$ cat src/rtl/fetch_stage_if.sv
// Instruction-memory bus: a single-outstanding request/response pair between
// the fetch stage (master) and instruction memory (slave).
interface fetch_stage_if;
  logic        IMEM_REQ;
  logic [63:0] IMEM_ADDR;
  logic        IMEM_RDY;
  logic [31:0] IMEM_DATA;

  modport master (output IMEM_REQ, output IMEM_ADDR, input IMEM_RDY, input IMEM_DATA);
  modport slave  (input IMEM_REQ, input IMEM_ADDR, output IMEM_RDY, output IMEM_DATA);
endinterface

$ cat src/rtl/fetch_stage.sv
// Instruction fetch stage: owns the PC, talks to instruction memory, buffers a
// word across decode stalls and freezes after control transfers until redirected.
module fetch_stage #(
  parameter logic [63:0] RESET_PC = 64'h0,
  parameter logic [31:0] IR_RESET = 32'h0
) (
  input  logic                 CLK,
  input  logic                 RESET,
  fetch_stage_if.master        imem,
  input  logic                 V_HAZARD_STALL,
  input  logic                 V_MEM_STALL,
  input  logic                 BR_RESOLVE,
  input  logic                 BR_TAKEN,
  input  logic [63:0]          BR_TARGET,
  input  logic                 TRAP_TAKEN,
  input  logic [63:0]          TRAP_VECTOR,
  output logic [63:0]          DE_NPC,
  output logic [31:0]          DE_IR,
  output logic                 DE_V,
  output logic [1:0]           FE_STATE
);

  typedef enum logic [1:0] {
    FETCH      = 2'd0,
    HOLD       = 2'd1,
    REDIR_WAIT = 2'd2,
    DRAIN      = 2'd3
  } fe_state_t;

  localparam logic [63:0] ALIGN_MASK = 64'hFFFF_FFFF_FFFF_FFFC;

  function automatic logic is_ecall(input logic [31:0] w);
    return (w & 32'h0FFF_FFFF) == 32'h0000_0073;
  endfunction

  function automatic logic is_ctrl(input logic [31:0] w);
    logic [31:0] op;
    op = w & 32'h0000_007F;
    return (op == 32'h0000_0063) || (op == 32'h0000_006F) ||
           (op == 32'h0000_0067) || is_ecall(w);
  endfunction

  fe_state_t   r_state, w_state_nxt;
  logic [63:0] r_pc, w_pc_nxt;
  logic [63:0] r_addr, w_addr_nxt;
  logic        r_req, w_req_nxt;
  logic [63:0] r_de_npc, w_de_npc_nxt;
  logic [31:0] r_de_ir, w_de_ir_nxt;
  logic        r_de_v, w_de_v_nxt;
  logic [31:0] r_hold_ir, w_hold_ir_nxt;
  logic [63:0] r_hold_npc, w_hold_npc_nxt;
  logic        r_hold_v, w_hold_v_nxt;
  logic        r_ecall, w_ecall_nxt;

  logic        w_ld_de;
  logic        w_accept;
  logic        w_waiting;
  logic        w_br_redir;
  logic [63:0] w_pc_inc;

  assign w_ld_de   = !V_HAZARD_STALL && !V_MEM_STALL;
  assign w_accept  = r_req && imem.IMEM_RDY;
  assign w_waiting = r_req && !imem.IMEM_RDY;
  assign w_pc_inc  = r_pc + 64'd4;
  // While frozen any resolve releases fetch (except behind an ECALL); otherwise only taken ones redirect.
  assign w_br_redir = BR_RESOLVE && ((r_state == REDIR_WAIT) ? !r_ecall : BR_TAKEN);

  // Next-state, PC, DE latch and hold-buffer computation.
  always_comb begin
    w_state_nxt    = r_state;
    w_pc_nxt       = r_pc;
    w_de_npc_nxt   = r_de_npc;
    w_de_ir_nxt    = r_de_ir;
    w_de_v_nxt     = r_de_v;
    w_hold_ir_nxt  = r_hold_ir;
    w_hold_npc_nxt = r_hold_npc;
    w_hold_v_nxt   = r_hold_v;
    w_ecall_nxt    = r_ecall;

    if (TRAP_TAKEN) begin
      w_pc_nxt     = TRAP_VECTOR & ALIGN_MASK;
      w_de_v_nxt   = 1'b0;
      w_de_ir_nxt  = IR_RESET;
      w_hold_v_nxt = 1'b0;
      w_ecall_nxt  = 1'b0;
      w_state_nxt  = w_waiting ? DRAIN : FETCH;
    end else if (w_br_redir) begin
      if (r_state == REDIR_WAIT) begin
        w_pc_nxt = BR_TAKEN ? (BR_TARGET & ALIGN_MASK) : r_pc;
      end else begin
        w_pc_nxt = BR_TARGET & ALIGN_MASK;
      end
      w_hold_v_nxt = 1'b0;
      w_ecall_nxt  = 1'b0;
      w_state_nxt  = w_waiting ? DRAIN : FETCH;
      if (w_ld_de) begin
        w_de_v_nxt = 1'b0;
      end else begin
        w_de_v_nxt = r_de_v;
      end
    end else begin
      case (r_state)
        FETCH: begin
          if (w_accept) begin
            w_pc_nxt = w_pc_inc;
            if (w_ld_de) begin
              w_de_ir_nxt  = imem.IMEM_DATA;
              w_de_npc_nxt = w_pc_inc;
              w_de_v_nxt   = 1'b1;
              w_ecall_nxt  = is_ecall(imem.IMEM_DATA);
              w_state_nxt  = is_ctrl(imem.IMEM_DATA) ? REDIR_WAIT : FETCH;
            end else begin
              w_hold_ir_nxt  = imem.IMEM_DATA;
              w_hold_npc_nxt = w_pc_inc;
              w_hold_v_nxt   = 1'b1;
              w_state_nxt    = HOLD;
            end
          end else if (w_ld_de) begin
            w_de_v_nxt = 1'b0;
          end else begin
            w_de_v_nxt = r_de_v;
          end
        end
        HOLD: begin
          if (w_ld_de) begin
            w_de_ir_nxt  = r_hold_ir;
            w_de_npc_nxt = r_hold_npc;
            w_de_v_nxt   = 1'b1;
            w_hold_v_nxt = 1'b0;
            w_ecall_nxt  = is_ecall(r_hold_ir);
            w_state_nxt  = is_ctrl(r_hold_ir) ? REDIR_WAIT : FETCH;
          end else begin
            w_state_nxt = HOLD;
          end
        end
        REDIR_WAIT: begin
          if (w_ld_de) begin
            w_de_v_nxt = 1'b0;
          end else begin
            w_de_v_nxt = r_de_v;
          end
        end
        DRAIN: begin
          if (imem.IMEM_RDY) begin
            w_state_nxt = FETCH;
          end else begin
            w_state_nxt = DRAIN;
          end
          if (w_ld_de) begin
            w_de_v_nxt = 1'b0;
          end else begin
            w_de_v_nxt = r_de_v;
          end
        end
        default: begin
          w_state_nxt = FETCH;
        end
      endcase
    end

    // DRAIN keeps presenting the abandoned address until its response returns.
    w_req_nxt  = (w_state_nxt == FETCH) || (w_state_nxt == DRAIN);
    w_addr_nxt = (w_state_nxt == DRAIN) ? r_addr : (w_pc_nxt & ALIGN_MASK);
  end

  // State and datapath registers with synchronous active-low reset.
  always_ff @(posedge CLK) begin
    if (!RESET) begin
      r_state    <= FETCH;
      r_pc       <= RESET_PC;
      r_addr     <= RESET_PC & ALIGN_MASK;
      r_req      <= 1'b0;
      r_de_npc   <= 64'h0;
      r_de_ir    <= IR_RESET;
      r_de_v     <= 1'b0;
      r_hold_ir  <= 32'h0;
      r_hold_npc <= 64'h0;
      r_hold_v   <= 1'b0;
      r_ecall    <= 1'b0;
    end else begin
      r_state    <= w_state_nxt;
      r_pc       <= w_pc_nxt;
      r_addr     <= w_addr_nxt;
      r_req      <= w_req_nxt;
      r_de_npc   <= w_de_npc_nxt;
      r_de_ir    <= w_de_ir_nxt;
      r_de_v     <= w_de_v_nxt;
      r_hold_ir  <= w_hold_ir_nxt;
      r_hold_npc <= w_hold_npc_nxt;
      r_hold_v   <= w_hold_v_nxt;
      r_ecall    <= w_ecall_nxt;
    end
  end

  assign imem.IMEM_REQ  = r_req;
  assign imem.IMEM_ADDR = r_addr;
  assign DE_NPC         = r_de_npc;
  assign DE_IR          = r_de_ir;
  assign DE_V           = r_de_v;
  assign FE_STATE       = r_state;

endmodule
$ cat src/flat_wrapper.sv
// flat-port wrapper written by rule: the top's interface ports become plain ports
module fetch_stage_flat 
#(
  parameter logic [63:0] RESET_PC = 64'h0,
  parameter logic [31:0] IR_RESET = 32'h0
)
  (CLK, RESET, V_HAZARD_STALL, V_MEM_STALL, BR_RESOLVE, BR_TAKEN, BR_TARGET, TRAP_TAKEN, TRAP_VECTOR, DE_NPC, DE_IR, DE_V, FE_STATE, imem_IMEM_REQ, imem_IMEM_ADDR, imem_IMEM_RDY, imem_IMEM_DATA);
  fetch_stage_if imem_i ();
  input  logic CLK;
  input  logic RESET;
  input  logic V_HAZARD_STALL;
  input  logic V_MEM_STALL;
  input  logic BR_RESOLVE;
  input  logic BR_TAKEN;
  input  logic [63:0] BR_TARGET;
  input  logic TRAP_TAKEN;
  input  logic [63:0] TRAP_VECTOR;
  output logic [63:0] DE_NPC;
  output logic [31:0] DE_IR;
  output logic DE_V;
  output logic [1:0] FE_STATE;
  output wire logic [$bits(imem_i.IMEM_REQ)-1:0] imem_IMEM_REQ;
  output wire logic [$bits(imem_i.IMEM_ADDR)-1:0] imem_IMEM_ADDR;
  input wire logic [$bits(imem_i.IMEM_RDY)-1:0] imem_IMEM_RDY;
  input wire logic [$bits(imem_i.IMEM_DATA)-1:0] imem_IMEM_DATA;
  assign imem_IMEM_REQ = imem_i.IMEM_REQ;
  assign imem_IMEM_ADDR = imem_i.IMEM_ADDR;
  assign imem_i.IMEM_RDY = imem_IMEM_RDY;
  assign imem_i.IMEM_DATA = imem_IMEM_DATA;
  fetch_stage #(.RESET_PC(RESET_PC), .IR_RESET(IR_RESET)) u_core (.CLK(CLK), .RESET(RESET), .imem(imem_i), .V_HAZARD_STALL(V_HAZARD_STALL), .V_MEM_STALL(V_MEM_STALL), .BR_RESOLVE(BR_RESOLVE), .BR_TAKEN(BR_TAKEN), .BR_TARGET(BR_TARGET), .TRAP_TAKEN(TRAP_TAKEN), .TRAP_VECTOR(TRAP_VECTOR), .DE_NPC(DE_NPC), .DE_IR(DE_IR), .DE_V(DE_V), .FE_STATE(FE_STATE));
endmodule
$ cat config.mk
export PLATFORM = sky130hd
export DESIGN_NAME = fetch_stage_flat
export DESIGN_NICKNAME = d
export VERILOG_FILES = /design/src/rtl/fetch_stage_if.sv /design/src/rtl/fetch_stage.sv /design/src/flat_wrapper.sv
export SDC_FILE = /design/constraint.sdc
export NUM_CORES = 1
export LEC_CHECK = 0
export CAP_MARGIN = 15
export CORE_AREA = 2 2 177 179
export CTS_CLUSTER_SIZE = 30
export DETAILED_ROUTE_END_ITERATION = 10
export DIE_AREA = 0 0 179 181
export HOLD_SLACK_MARGIN = 0.1
export PLACE_DENSITY = 0.86
export SYNTH_ARGS = -nofsm -noshare
export SYNTH_HDL_FRONTEND = slang
export SYNTH_SLANG_ARGS = --single-unit
$ cat constraint.sdc
create_clock -name CLK -period 3.1 [get_ports CLK]
set_input_delay 0.62 -clock CLK [delete_from_list [all_inputs] [get_ports CLK]]
set_output_delay 0.62 -clock CLK [all_outputs]
set_load 0.01 [all_outputs]
==> impl_metrics.yaml, run 1 <==
place:
  place_congestion: 0.992
  dp_hpwl_um: 43500
  place_area_um2: 20000
  io_buffers: 325
cells_and_area:
  num-fill-cells: 2332
  area_growth_pct: 35.0
  final_util: 0.698
  fin_area_um2: 21200
  drive_gt1_frac: 0.112
  regArea_um2: 6470
  multi_input_area_um2: 8500
  layout.nets: 2453
global_routing:
  grt_pass1_wl_um: 91600
  overflow: 0
  antenna_found_initial: 2
  grt_pass1_vias: 16200
  globalRouteTotalUtil: 0.363
  grt_max_degree: 108
synth:
  synth-edff-count: 0
  syn_area_um2: 15700
  yosysWarnings: 0
  ys_seq_area_frac: 0.412
  synth_cell_types: 80
  netlist_instances: 1971
  synthArstFlopShare: 0
  synth_flop_cell: "dfxtp_1"
  ys_ff_latch: 323
  syn_area_per_cell_um2: 7.96
timing:
  finalHoldViolations: 0
  fin_crit_sh: 0.973
  holdWs_ns: 0.452
  rsz0062_at_grt: "no"
  timing.fmax_mhz: 332
  tightestPinTransition_ns: 0.797
  slew_viol_final: 0
  fin_skew_ns: 0.0154
  finalSetupViolations: 0
  max_slew_margin: 0.469
  period_needed_ns: 3.02
  fin_tns_setup_ns: 0
clock_network:
  holdBufCountCts: 0
  cts_htree_levels: 2
  cts_buffers: 35
  cts-root-buf: "clkbuf_16"
  cts_tree: "built"
  cts_setup_buffers: 0
  cts.clk_slew.worst_paths_ns: 0.06
  clockBufferDepth: 3
  clock_latency_ns: 0.52
  cts.sinks: 323
worst_setup_path:
  crit_fanout: 23
  cp-end-kind: "flip-flop"
  critical_path_required_ns: 3.55
  rrSetupSlack_ns: 0.20
  worst_setup_path_start_kind: "input port"
  critical_path_arrival_ns: 3.47
  worstReg2RegEnd: "u_core.imem.IMEM_ADDR[39]$_SDFFE_PN0P_"
  r2r-start: "u_core.r_pc[9]$_SDFF_PN0_"
  ff2ff_path_depth: 6
  worstSetupPathType: "input port to flip-flop"
power_and_ir_drop:
  p_seq_frac: 0.434
  power_density_nw_per_um2: 491
  pwr-share-clk: 0.407
  peakVddDrop_v: 0.000352
  p_leak_uw: 0.00755
  power.switching_uw: 2830
  power_uw: 10400
  p_comb_frac: 0.159
  power.share.switching: 0.272
  p_int_uw: 7580
die:
  core_um2: 30300
  die_w_um: 179
  start_util: 0.517
  die_h_um: 181
  dieArea_um2: 32400
  io_pins: 332
  row_count: 64
routing:
  final_antenna_net_count: 0
  drt_wl_total_um: 60900
  wl_per_cell_um: 22.5
  via_per_inst: 6.33
  drtPass1Iterations: 6
  drc_errors: 0
  vias: 17100
  first_iter_violations: 1956
min_path:
  min_path_cells: 2
  hold_path_end: "u_core.DE_NPC[2]$_SDFFE_PN0P_"
  hold_path.class: "flip-flop to flip-flop"
  hold_start: "u_core.DE_NPC[2]$_SDFFE_PN0P_"
job:
  drv_cap: 0
run_status:
  status: "complete, no violations"
## worst max-delay path, cell delays in order
cell and delay [ns]:
clkdlybuf4s50_1 0.54, nor4b_2 0.07, buf_4 0.13, nand4_1 0.14
o22ai_1 0.12, a211oi_1 0.43, o22ai_1 0.17, and2_1 0.17
ha_2 0.20, buf_4 0.23, or4_1 0.55, o21ai_0 0.08
## cell usage after synthesis (6+ instances only)
master | count | area [um2]
a21oi_1 | 163 | 816
a221oi_1 | 6 | 52.6
a211oi_1 | 49 | 368
inv_1 | 11 | 41.3
nor4_1 | 37 | 231
o21ba_2 | 14 | 140
dfxtp_1 | 323 | 6470
nand2b_1 | 7 | 43.8
a32oi_1 | 8 | 70.1
o21ai_0 | 126 | 631
xor2_1 | 28 | 245
nor3_1 | 38 | 190
o221ai_1 | 22 | 193
and2_1 | 35 | 219
a311oi_1 | 40 | 350
o21a_1 | 6 | 45.0
or3_1 | 18 | 113
clkbuf_1 | 153 | 574
mux2i_1 | 17 | 170
a21o_1 | 10 | 75.1
a32o_1 | 9 | 90.1
buf_1 | 15 | 56.3
nand2_1 | 262 | 983
nand3_1 | 95 | 475
a31oi_1 | 14 | 87.6
buf_2 | 14 | 70.1
nand4_1 | 34 | 213
and4_1 | 16 | 140
nor3_2 | 6 | 60.1
and3_1 | 16 | 100
o211ai_1 | 17 | 128
xnor2_1 | 37 | 324
o22ai_1 | 7 | 43.8
a211o_1 | 18 | 158
nor2_1 | 195 | 732
or4_1 | 9 | 67.6
## layer usage
layer / routed length [um] / up-vias / global-route usage
met5: 0 / - / 0
met4: 2130 / 0 / 0.121
met3: 7210 / 160 / 0.0850
met2: 26800 / 1121 / 0.558
met1: 24800 / 8105 / 0.499
li1: - / 7752 / -
## power by group through the flow
stage	logic [uW]	clock network [uW]	registers, uW
floorplan	755	0	4580
global placement	1580	0	4590
detailed placement	1610	0	4590
CTS	1620	4240	4500
global route	1760	4400	4530
finish	1660	4240	4520
## layout make-up
cell class              instances  share of cell area
diodes                          3            0.000354
multi-input cells            1447               0.401
repair buffers                463               0.213
inverters                      13             0.00242
well taps                     396              0.0234
flip-flops and latches        323               0.305
clock buffers                  49              0.0481
clock inverters                13             0.00649
## sequential cells by signal (all words and copies together), names as in the netlist, named ones only
name	count
u_core.r_hold_npc	64
u_core.imem.IMEM_ADDR	62
u_core.FE_STATE	2
u_core.r_ecall	1
u_core.r_pc	64
u_core.DE_NPC	64
u_core.imem.IMEM_REQ	1
u_core.DE_IR	32
u_core.r_hold_ir	32
## layout by cell type (no fill, tap or decap), types with 14 or more instances in the layout
cell,Yosys,layout
o211ai_1,17,17
xnor2_1,37,37
mux2i_1,17,17
and2_1,35,34
a21oi_1,163,162
a211o_1,18,18
buf_12,0,18
or3_1,18,18
o21ba_2,14,14
nand4_1,34,34
nor3_1,38,38
o21ai_0,126,126
dfxtp_1,323,323
o221ai_1,22,22
and3_1,16,16
xor2_1,28,28
nor2_1,195,193
clkdlybuf4s50_1,0,323
nand2_1,262,261
a211oi_1,49,48
a31oi_1,14,14
buf_4,4,122
and4_1,16,16
nor4_1,37,35
nand3_1,95,95
clkbuf_16,0,36
a311oi_1,40,40
## worst max-delay path by stage
stage	slack (ns)	cells past startpoint	start	to
final	0.08	12	imem_IMEM_DATA[7]	u_core.imem.IMEM_ADDR[32]$_SDFFE_PN0P_
after global routing	0.04	15	imem_IMEM_DATA[7]	u_core.imem.IMEM_ADDR[56]$_SDFFE_PN0P_
after CTS	0.11	13	u_core.r_hold_ir[17]$_SDFFE_PN0P_	u_core.imem.IMEM_ADDR[56]$_SDFFE_PN0P_
after detailed placement	-0.39	15	imem_IMEM_DATA[7]	u_core.imem.IMEM_ADDR[56]$_SDFFE_PN0P_
after global placement	-0.40	12	imem_IMEM_DATA[7]	u_core.imem.IMEM_ADDR[32]$_SDFFE_PN0P_
after floorplan	0.19	12	BR_RESOLVE	u_core.imem.IMEM_ADDR[21]$_SDFFE_PN0P_
## logic make-up after synthesis
family,count (synthesis),share of synthesized area
AOI/OAI and AO/OA,555,0.232
muxes,18,0.0116
xor gates and xnor gates,65,0.0363
other,1,0.000239
and+or+nand+nor,805,0.254
adders and majority gates,2,0.00159
DFF,323,0.412
buffers and inverters,202,0.0521
## metrics by stage
stage / setup WS [ns] / cells
after floorplan: 0.187 / 1972
after global placement: -0.399 / 2642
after detailed placement: -0.385 / 2642
after CTS: 0.111 / 2704
after global routing: 0.0415 / 2704
final: 0.0840 / 2707
## repair_timing
item,4_1_cts,5_1_grt
setup endpoints to repair,0,48
hold endpoints to repair,0,0
gates resized for setup,0,5
No activity file was read; power rests on OpenSTA's default activity.
==> run 2, diff against run 1 <==
- CELL_PAD_IN_SITES_DETAIL_PLACEMENT: default -> 0
- CELL_PAD_IN_SITES_GLOBAL_PLACEMENT: default -> 1
- CORE_AREA: 2 2 177 179 -> 2 2 207 209
- DIE_AREA: 0 0 179 181 -> 0 0 209 211
- PLACE_DENSITY: 0.86 -> 0.85
==> impl_metrics.yaml, run 2 (same netlist as run 1, synthesis figures left out) <==
worst_setup_path:
  worst_setup_path_start_kind: "input port"
  critical_path_required_ns: 3.55
  worstSetupPathType: "input port to flip-flop"
  crit_fanout: 30
  cp-end-kind: "flip-flop"
  critical_path_arrival_ns: 3.44
die:
  io_pins: 332
  start_util: 0.376
  row_count: 75
  die_w_um: 209
  dieArea_um2: 44100
  die_h_um: 211
  core_um2: 41800
routing:
  drtPass1Iterations: 6
  final_antenna_net_count: 0
  wl_per_cell_um: 21.5
  vias: 16500
  drc_errors: 0
  drt_wl_total_um: 61900
  first_iter_violations: 1580
  via_per_inst: 5.75
global_routing:
  antenna_found_initial: 0
  grt_pass1_vias: 15600
  grt_max_degree: 106
  globalRouteTotalUtil: 0.273
  overflow: 0
  grt_pass1_wl_um: 93200
clock_network:
  clock_latency_ns: 0.56
  cts_htree_levels: 2
  cts.clk_slew.worst_paths_ns: 0.06
  cts.sinks: 323
  cts_tree: "built"
  cts-root-buf: "clkbuf_16"
  clockBufferDepth: 3
  cts_buffers: 37
  holdBufCountCts: 0
timing:
  fin_skew_ns: 0.0179
  slew_viol_final: 0
  finalHoldViolations: 0
  timing.fmax_mhz: 334
  finalSetupViolations: 0
  period_needed_ns: 2.99
  max_slew_margin: 0.425
  fin_tns_setup_ns: 0
  tightestPinTransition_ns: 0.852
  postLayoutSetupSlackWorst_ns: 0.108
  fin_crit_sh: 0.965
cells_and_area:
  layout.nets: 2485
  final_cell_mix: "dfxtp_1 (323), clkdlybuf4s50_1 (323), nand2_1 (260)"
  area_growth_pct: 37.7
  num-fill-cells: 3878
  final_util: 0.518
  diodes: 0
  drive_gt1_frac: 0.122
power_and_ir_drop:
  peakVddDrop_v: 0.000313
  p_leak_uw: 0.00770
  p_comb_frac: 0.159
  p_seq_frac: 0.429
  power_density_nw_per_um2: 488
  p_int_uw: 7710
  power.share.switching: 0.268
  pwr-share-clk: 0.412
  power.switching_uw: 2820
place:
  dp_hpwl_um: 45900
  pre_cts_slack_ns: -0.571
  place_congestion: 0.963
  io_buffers: 325
job:
  drv_cap: 0
min_path:
  hold_path.class: "flip-flop to flip-flop"
run_status:
  status: "complete, no violations"
## run 2: power groups by stage
stage	clock network (uW)	registers [uW]	logic [uW]
2_1_floorplan	0	4580	755
3_3_place_gp	0	4600	1630
4_1_cts	4430	4520	1650
5_1_grt	4590	4540	1790
6_report	4340	4520	1670
3_5_place_dp	0	4600	1640
## run 2: metrics by stage
stage	cell area (um2)	total power (uW)	hold WS (ns)	instances
5_1_grt	21600	10900	0.469	2875
2_1_floorplan	15700	5330	0.436	1972
3_5_place_dp	20400	6240	0.447	2814
4_1_cts	21600	10600	0.455	2874
3_3_place_gp	20400	6230	0.442	2814
6_report	21600	10500	0.453	2875
## run 2: worst paths after layout
kind | slack (ns) | startpoint | end | cells past startpoint
hold reg to reg | 0.45 | u_core.DE_NPC[25]$_SDFFE_PN0P_ | u_core.DE_NPC[25]$_SDFFE_PN0P_ | 2
setup reg to reg | 0.13 | u_core.FE_STATE[0]$_SDFF_PN0_ | u_core.imem.IMEM_ADDR[58]$_SDFFE_PN0P_ | 12
setup / recovery | 0.11 | imem_IMEM_DATA[22] | u_core.imem.IMEM_ADDR[58]$_SDFFE_PN0P_ | 13
hold / removal | 0.45 | u_core.DE_NPC[25]$_SDFFE_PN0P_ | u_core.DE_NPC[25]$_SDFFE_PN0P_ | 2
## run 2: repair_timing
item                                    4_1_cts  5_1_grt
endpoints found under the setup margin        0       60
buffers inserted                              0        1
gates resized for setup                       0        7
## run 2: final cells by class
class,instances,area (um2),area share
timing repair buffer,493,4720,0.219
clock inverter,5,81.3,0.00376
inverter,13,51.3,0.00237
sequential,323,6470,0.299
clock buffer,55,1100,0.0507
multi-input combinational,1447,8520,0.394
tap,539,674,0.0312
## run 2: critical path: stages
cell,delay (ns)
clkdlybuf4s50_1,0.47
nor4_2,0.31
buf_4,0.16
nand4_1,0.18
o22ai_2,0.23
a211oi_1,0.13
o22ai_1,0.24
and2_1,0.17
ha_1,0.21
inv_2,0.13
buf_12,0.19
o21ai_0,0.20
o21ba_2,0.18
## run 2: per-layer routing
metal | wire length (um) | track usage | share of wire | vias up
li1 | - | - | - | 7809
met3 | 5190 | 0.0550 | 0.084 | 108
met4 | 2050 | 0.102 | 0.033 | 2
met5 | 44 | 0.00779 | 0.00071 | -
met1 | 27200 | 0.372 | 0.44 | 7844
met2 | 27400 | 0.425 | 0.44 | 781
